==> src/rtl/input_conditioner.sv <==
// Debounces Channels key/switch inputs: polarity fix, 2-flop sync, per-channel stability counter.
// o_level changes StableCycles+1 edges after the raw change is first sampled; no backpressure.
module input_conditioner #(
    parameter int Channels     = 4,
    parameter int StableCycles = 500000,
    parameter bit ActiveLow    = 1'b1
) (
    input  logic                i_clock_50mhz,
    input  logic                i_reset,
    input  logic [Channels-1:0] i_raw,
    output logic [Channels-1:0] o_level,
    output logic [Channels-1:0] o_press,
    output logic [Channels-1:0] o_release
);

    localparam int              CntW    = $clog2(StableCycles + 1);
    localparam logic [CntW-1:0] CntLast = CntW'(StableCycles - 1);

    logic [Channels-1:0] logical_in;
    logic [Channels-1:0] sync_meta;
    logic [Channels-1:0] sync;

    assign logical_in = i_raw ^ {Channels{ActiveLow}};

    always_ff @(posedge i_clock_50mhz or negedge i_reset) begin
        if (!i_reset) begin
            sync_meta <= '0;
            sync      <= '0;
        end else begin
            sync_meta <= logical_in;
            sync      <= sync_meta;
        end
    end

    for (genvar ch = 0; ch < Channels; ch++) begin : g_chan
        logic [CntW-1:0] cnt;
        logic            level_q;
        logic            press_q;
        logic            rel_q;
        logic            mismatch;
        logic            expire;

        // A mismatch that survives StableCycles consecutive edges commits the new level.
        assign mismatch = sync[ch] ^ level_q;
        assign expire   = mismatch && (cnt == CntLast);

        always_ff @(posedge i_clock_50mhz or negedge i_reset) begin
            if (!i_reset) begin
                cnt     <= '0;
                level_q <= 1'b0;
                press_q <= 1'b0;
                rel_q   <= 1'b0;
            end else begin
                press_q <= expire & ~level_q;
                rel_q   <= expire & level_q;
                if (!mismatch || expire) begin
                    cnt <= '0;
                end else begin
                    cnt <= cnt + 1'b1;
                end
                if (expire) begin
                    level_q <= ~level_q;
                end
            end
        end

        assign o_level[ch]   = level_q;
        assign o_press[ch]   = press_q;
        assign o_release[ch] = rel_q;
    end

endmodule
==> config.mk <==
export PLATFORM = sky130hd
export DESIGN_NAME = input_conditioner
export DESIGN_NICKNAME = d
export VERILOG_FILES = /design/src/rtl/input_conditioner.sv
export SDC_FILE = /design/constraint.sdc
export NUM_CORES = 1
export LEC_CHECK = 0
export ABC_AREA = 1
export CAP_MARGIN = 40
export CORE_MARGIN = 2
export CORE_UTILIZATION = 45
export CTS_CLUSTER_DIAMETER = 40
export DETAILED_ROUTE_END_ITERATION = 7
export MAX_ROUTING_LAYER = met4
export SLEW_MARGIN = 20
export SYNTH_ARGS = -nofsm -noshare
export SYNTH_HDL_FRONTEND = slang
export SYNTH_SLANG_ARGS = --single-unit
==> constraint.sdc <==
create_clock -name i_clock_50mhz -period 1.8 [get_ports i_clock_50mhz]
set_clock_uncertainty 0.05 [all_clocks]
set_input_delay 0.18 -clock i_clock_50mhz [delete_from_list [all_inputs] [get_ports i_clock_50mhz]]
set_output_delay 0.18 -clock i_clock_50mhz [all_outputs]
set_load 0.05 [all_outputs]
==> impl_results.md, run 1 <==
* Critical Path Fanout Max at 1
* Status: complete, no violations
* Ys Warns at 0
* Area occupied by multi-input gates at 2420 µm²
* Synth-to-Final Area Change at 10.2%
* Number of global-route vias before repair at 4211
* Hold violation total from the final report at 0
* Worst EP required at 1570 ps
* Initial DRT Pass Iterations at 4
* Maxcap violations at 0
* Die Footprint at roughly 13000 µm²
* Max incr delay on CP at 800 ps
* Core footprint at ~11000 µm²
* Register area at 2400 µm²
* Endpoints failing setup at 0
* # clock sinks at 96
* Final non-filler cell total at 880
* Placed Cells at 863
* Initial antenna violation count at 0
* Cell row count at 39
* Yosys top cell area share at 45.5%
* Worst setup path class: reg -> out
* Syn_nets at 725
* Post-Syn Area at 5280 µm²
* Worst hold slack at 247 ps
* Die Ht at 112 µm
* Synth area leaders: dfrtp_1 (46%), nand2_1 (13%), nor2_1 (12%)
* Antenna Cells at 0
* Clk slew on worst S/H paths at 70 ps
* RSZ-0062 raised after global routing: false
* Final instance area at 5810 µm²
* Setup crit end kind: output pin
* Nets at 742
* Root cell of the clock tree: clkbuf_16
* Initial drt markers at 238
* Antenna Nets Post-Route at 0
* Worst path bufs/invs at 1
* Detailed-route wire length at 10200 µm
* Die X at 112 µm
* Largest net degree at the start of global routing at 37
* Clk Latency, worst-skew pair at ~350 ps
* PD cells at 713 nW/µm²
* Largest area contributor in the netlist: dfrtp_1
* Total grt overflow at 0
* Via count at between 4000 and 5000
* Drc violations at 0
* Post-CTS Setup Bufs at 0
* Sequential area share after synthesis at 45.5%
* GPL Wtd Cong at approximately 0.87
* Setup TNS at 0 ps
* DP Area at ~5500 µm²
* Number of top-level pins at 18
* Measured slew at the worst slew-check pin at 513 ps
* Slew headroom at between 60% and 70%
* Minimum clock period after layout at 1710 ps
* Overall global routing resource usage at 18.1%
* HP Class: in -> reg
* CP top delay family: buffers and inverters
* Starting Density at 46.2%
* WL/cell at 11.5 µm
* Cells after Synth at 715
* Final Max Slew Viols at 0
* Crit path max-delay cell type: clkdlybuf4s50_1
* First-pass GRT wire length at 18300 µm
* Vias per inst at 4.89
* Depth of the CTS H-tree at 3
* Fillers at 1110
* Largest buffer count on any clock path at 2
* CP cell instances: clkdlybuf4s50_1
* CTS Buf Count at 9
* Yosys reg bits at 96
* Layout cells sized above 1 at 6.38%
* CTS tree: yes
* Number of library cell types mapped by synthesis at 24
* Number of port buffers at 17
* Crit path launch type: register
* Tcrit/Tclk final at 95.1%
* Max Freq at 0.584 GHz
* Critical Path AT at 1480 ps
* DP Wirelength at 7400 µm
* Worst vdd ir at 0.761 mV
* Leak at 2.51 nW
* Post-synthesis area per instance at 7.38 µm²
worst paths after layout:
path / startpoint / endpoint / slack [ps] / cells after the start
min: i_raw[3] / sync_meta[3] / 250 / 2
max reg2reg: g_chan[1].cnt[0] / g_chan[1].cnt[14] / 210 / 8
min in group asynchronous: i_reset / g_chan[3].cnt[16] / 260 / 2
max in group asynchronous: i_reset / sync[0] / 870 / 3
min reg2reg: sync_meta[2] / sync[2] / 300 / 0
max: g_chan[1].press_q / o_press[1] / 90 / 1
Yosys cell counts, drive strengths merged:
| library cell | n |
|---|---|
| xor2 | 23 |
| o21ai | 12 |
| nor3 | 10 |
| nand3b | 4 |
| nor2 | 179 |
| and2 | 3 |
| buf | 16 |
| nand4 | 15 |
| ha | 4 |
| o21bai | 3 |
| nand3 | 61 |
| dfrtp | 96 |
| inv | 87 |
| xnor2 | 13 |
| nand2 | 189 |
where the power goes:
| part | switching [mW] | leakage [nW] | internal (mW) | total (mW) |
|---|---|---|---|---|
| registers | 0.0204 | 1.31 | 2.19 | 2.21 |
| clock network | 0.843 | 0.132 | 0.936 | 1.78 |
| logic | 0.109 | 1.07 | 0.0475 | 0.156 |
| total | 0.972 | 2.51 | 3.17 | 4.14 |
placed cells by master, fill, tap and decap left out, drive strengths merged, types with 4 or more instances in the layout:
cell type / n
buf: 8
clkbuf: 9
clkdlybuf4s50: 11
clkinv: 4
dfrtp: 96
ha: 4
inv: 88
nand2: 189
nand3: 61
nand3b: 4
nand4: 15
nor2: 179
nor3: 10
o21ai: 12
xnor2: 13
xor2: 23
cell families (layout without fill, tap and decap cells):
| group | Yosys count | count (layout) | synth area share (%) |
|---|---|---|---|
| xor gates and xnor gates | 36 | 36 | 5.98 |
| buffers and inverters | 103 | 125 | 8.92 |
| adders and majority gates | 4 | 4 | 0.949 |
| DFF | 96 | 96 | 45.5 |
| and+or+nand+nor | 461 | 461 | 37.0 |
| AOI/OAI and AO/OA | 15 | 15 | 1.57 |
registers in the layout, summed over array words and instances, names as in the netlist:
signal	count
sync	4
g_chan.press_q	4
g_chan.level_q	4
g_chan.rel_q	4
sync_meta	4
g_chan.cnt	76
repair_timing:
item | CTS | global route
resized for setup | 1 | 3
gates cloned | 0 | 0
pin swaps | 0 | 0
endpoints found under the hold margin | 27 | 0
endpoints found under the setup margin | 1 | 2
hold buffers | 1 | 0
layout make-up:
class / count / area share (%)
multi-input cells: 516 / 41.6
flip-flops and latches: 96 / 41.3
inverters: 87 / 5.62
clock buffers: 9 / 3.88
repair buffers: 22 / 3.68
well taps: 143 / 3.08
clock inverters: 7 / 0.818
per-layer routing:
metal  global-route usage (%)  part of all wire (%)
met4                     5.37                   1.5
met1                     22.7                    48
met5                        -                     0
met2                     29.0                    47
met3                     4.91                   3.2
metrics by stage:
step | total power, mW | setup WS, ps | utilization [%]
2_1_floorplan | 2.33 | 299 | -
3_3_place_gp | 2.40 | 195 | 48.3
3_5_place_dp | 2.41 | 163 | 48.3
4_1_cts | 4.21 | 24.3 | 50.7
5_1_grt | 4.32 | 2.58 | 50.9
6_report | 4.14 | 88.8 | 50.9
worst register-to-register path: stages, from the launching register on:
cell,delay [ps]
dfrtp_1,380
ha_1,250
nand2_2,90
nor2_4,150
nand2_1,190
nor2_4,170
nand3_1,80
nand2_1,80
nor2_1,40
No activity file was read; power rests on OpenSTA's default activity.
==> run 2: changes to the inputs <==
- ABC_CLOCK_PERIOD_IN_PS: default -> 1800
==> results of run 2 <==
Final layout, timing and power as in run 1 (identical DEF).
==> run 3: changes to the inputs <==
==> constraint.sdc (replaced) <==
create_clock -name i_clock_50mhz -period 1.8 [get_ports i_clock_50mhz]
set_clock_uncertainty 0.05 [all_clocks]
set_input_delay 0.27 -clock i_clock_50mhz [delete_from_list [all_inputs] [get_ports i_clock_50mhz]]
set_output_delay 0.27 -clock i_clock_50mhz [all_outputs]
set_load 0.05 [all_outputs]
==> run 3 against run 2 <==
  * Via count down 1.4%
  * Flip-flop and latch count unchanged
  * Fmax up 5.9%
  * Clock power up 13%
  * Critical path depth up 7
  * Worst setup slack better by 95 ps
  * Clock-buffer cell count up 2
  * Sequential power about the same
  * Die area unchanged
  * Highest routed layer unchanged
  * Sequential share of layout area down 0.14 points
  * Worst hold slack better by 52 ps
  * Register-to-register slack worse by 30 ps
==> impl_results.md, run 3 (synthesis results as in run 1) <==
* Antenna Nets Post-Route at 0
* Critical Path Fanout Max at 19
* Worst vdd ir at ~0.61 mV
* Critical Path AT at 1790 ps
* Setup crit end kind: register
* RSZ-0062 raised after global routing: false
* Nets at 740
* Depth of the CTS H-tree at 3
* Largest net degree at the start of global routing at 39
* Minimum clock period after layout at 1620 ps
* Starting Density at around 46%
* Via count at 4242
* GPL Wtd Cong at 0.874
* Antenna Cells at 0
* Cell row count at 39
* Top reg by flops: g_chan.cnt
* Status: complete, no violations
* PD cells at 749 nW/µm²
* Number of global-route vias before repair at 4226
* CTS Buf Count at 9
* Endpoints failing setup at 0
* Fillers at 1143
* DP Wirelength at 7480 µm
* Worst setup path class: reg -> reg
* Initial antenna violation count at 0
* Initial DRT Pass Iterations at 4
* Core Util, Final at between 50% and 60%
* Final non-filler cell total at between 800 and 900
* Worst EP required at 1980 ps
* Measured slew at the worst slew-check pin at 506 ps
* Clk Latency, worst-skew pair at 350 ps
* Crit path launch type: register
* First-pass GRT wire length at between 15000 and 20000 µm
* Clk slew on worst S/H paths at 70 ps
* Hold violation total from the final report at 0
* Most common cell after layout, fill and taps aside: nand2_1
* Max incr delay on CP at 360 ps
* Die X at 112 µm
* Placed Cells at 861
* Initial drt markers at 250
* Leak at 2.57 nW
* CP top delay family: simple AND/OR/NAND/NOR gates
* Detailed-route wire length at 10300 µm
* Core footprint at roughly 11000 µm²
* Number of port buffers at 17
* CTS tree: yes
* Vias per inst at between 4 and 5
* Total grt overflow at 0
* Setup TNS at 0 ps
* Slew headroom at 66.2%
* Overall global routing resource usage at 18.5%
* # clock sinks at between 90 and 100
* WL/cell at 11.7 µm
* Die Ht at 112 µm
* Maxcap violations at 0
* Layout cells sized above 1 at 6.67%
* Most frequent cells in the layout: nand2_1 (181), nor2_1 (168), dfrtp_1 (96)
* Crit path max-delay cell type: dfrtp_1
* Number of top-level pins at 18
* Largest register FFs at 76
* Largest buffer count on any clock path at 2
* CP cell instances: ha_1 -> nand2_2 -> nor2_4 -> inv_2 -> nor2_2 -> nand3_2 -> nand2_4 -> nor2_1
* Worst path bufs/invs at 1
* Die Footprint at 12600 µm²
* Drc violations at 0
* Max Freq at 0.619 GHz
* Final Max Slew Viols at 0
* Synth-to-Final Area Change at 10.5%
* Root cell of the clock tree: clkbuf_16
* Tcrit/Tclk final at around 90%
* HP Class: reg -> reg
==> run 3: worst register-to-register path: cells and delay by family (launching register included) <==
kind | cells | cell delay (ps)
flops | 1 | 360
buf+inv | 1 | 50
fa+ha+maj | 1 | 250
simple gates | 6 | 790
==> run 3: path summary, 6_finish.rpt <==
check / from / to / slack, ps / depth (start not counted)
max: g_chan[1].cnt[0] / g_chan[1].cnt[5] / 180 / 8
min: sync_meta[0] / sync[0] / 300 / 0
max reg2reg: g_chan[1].cnt[0] / g_chan[1].cnt[5] / 180 / 8
min reg2reg: sync_meta[0] / sync[0] / 300 / 0
max in group asynchronous: i_reset / g_chan[1].cnt[0] / 840 / 3
min in group asynchronous: i_reset / g_chan[3].cnt[15] / 330 / 2
==> run 3: stage by stage <==
step                      area, µm²  setup slack (ps)  total power, mW  hold slack, ps
after floorplan                5280               299             2.33           -75.6
after global placement         5500               185             2.41             164
after detailed placement       5500               155             2.41             171
after CTS                      5820              2.27             4.44             301
after global routing           5830              15.4             4.54             305
final                          5830               184             4.37             299
==> run 3: routing by layer <==
layer  vias to the layer above  share of wire, %  GRT usage (%)
li1                       2218                 -              -
met1                      1966                49           24.1
met2                        46                47           29.2
met3                        12               2.3           2.86
met4                         0               1.8           7.56
met5                         -                 0              -
==> run 3: report_power, final <==
part           switching [mW]  internal (mW)  total (mW)
logic                   0.107         0.0465       0.154
registers              0.0206           2.19        2.21
clock network           0.848           1.16        2.01
total                   0.975           3.39        4.37
==> run 3: layout make-up <==
class	count	area (µm²)	area share [%]
Inverter	87	327	5.60
Sequential cell	96	2400	41.2
Timing Repair Buffer	20	203	3.48
Tap cell	143	179	3.07
Clock inverter	5	62.6	1.07
Multi-Input combinational cell	516	2400	41.2
Clock buffer	11	253	4.33
==> run 3: what timing repair did <==
item / CTS / global route
endpoints found under the setup margin: 4 / 3
gates resized for setup: 4 / 3
hold endpoints to repair: 24 / 0
pin swaps: 0 / 0
buffers inserted: 0 / 0
hold buffers: 1 / 0
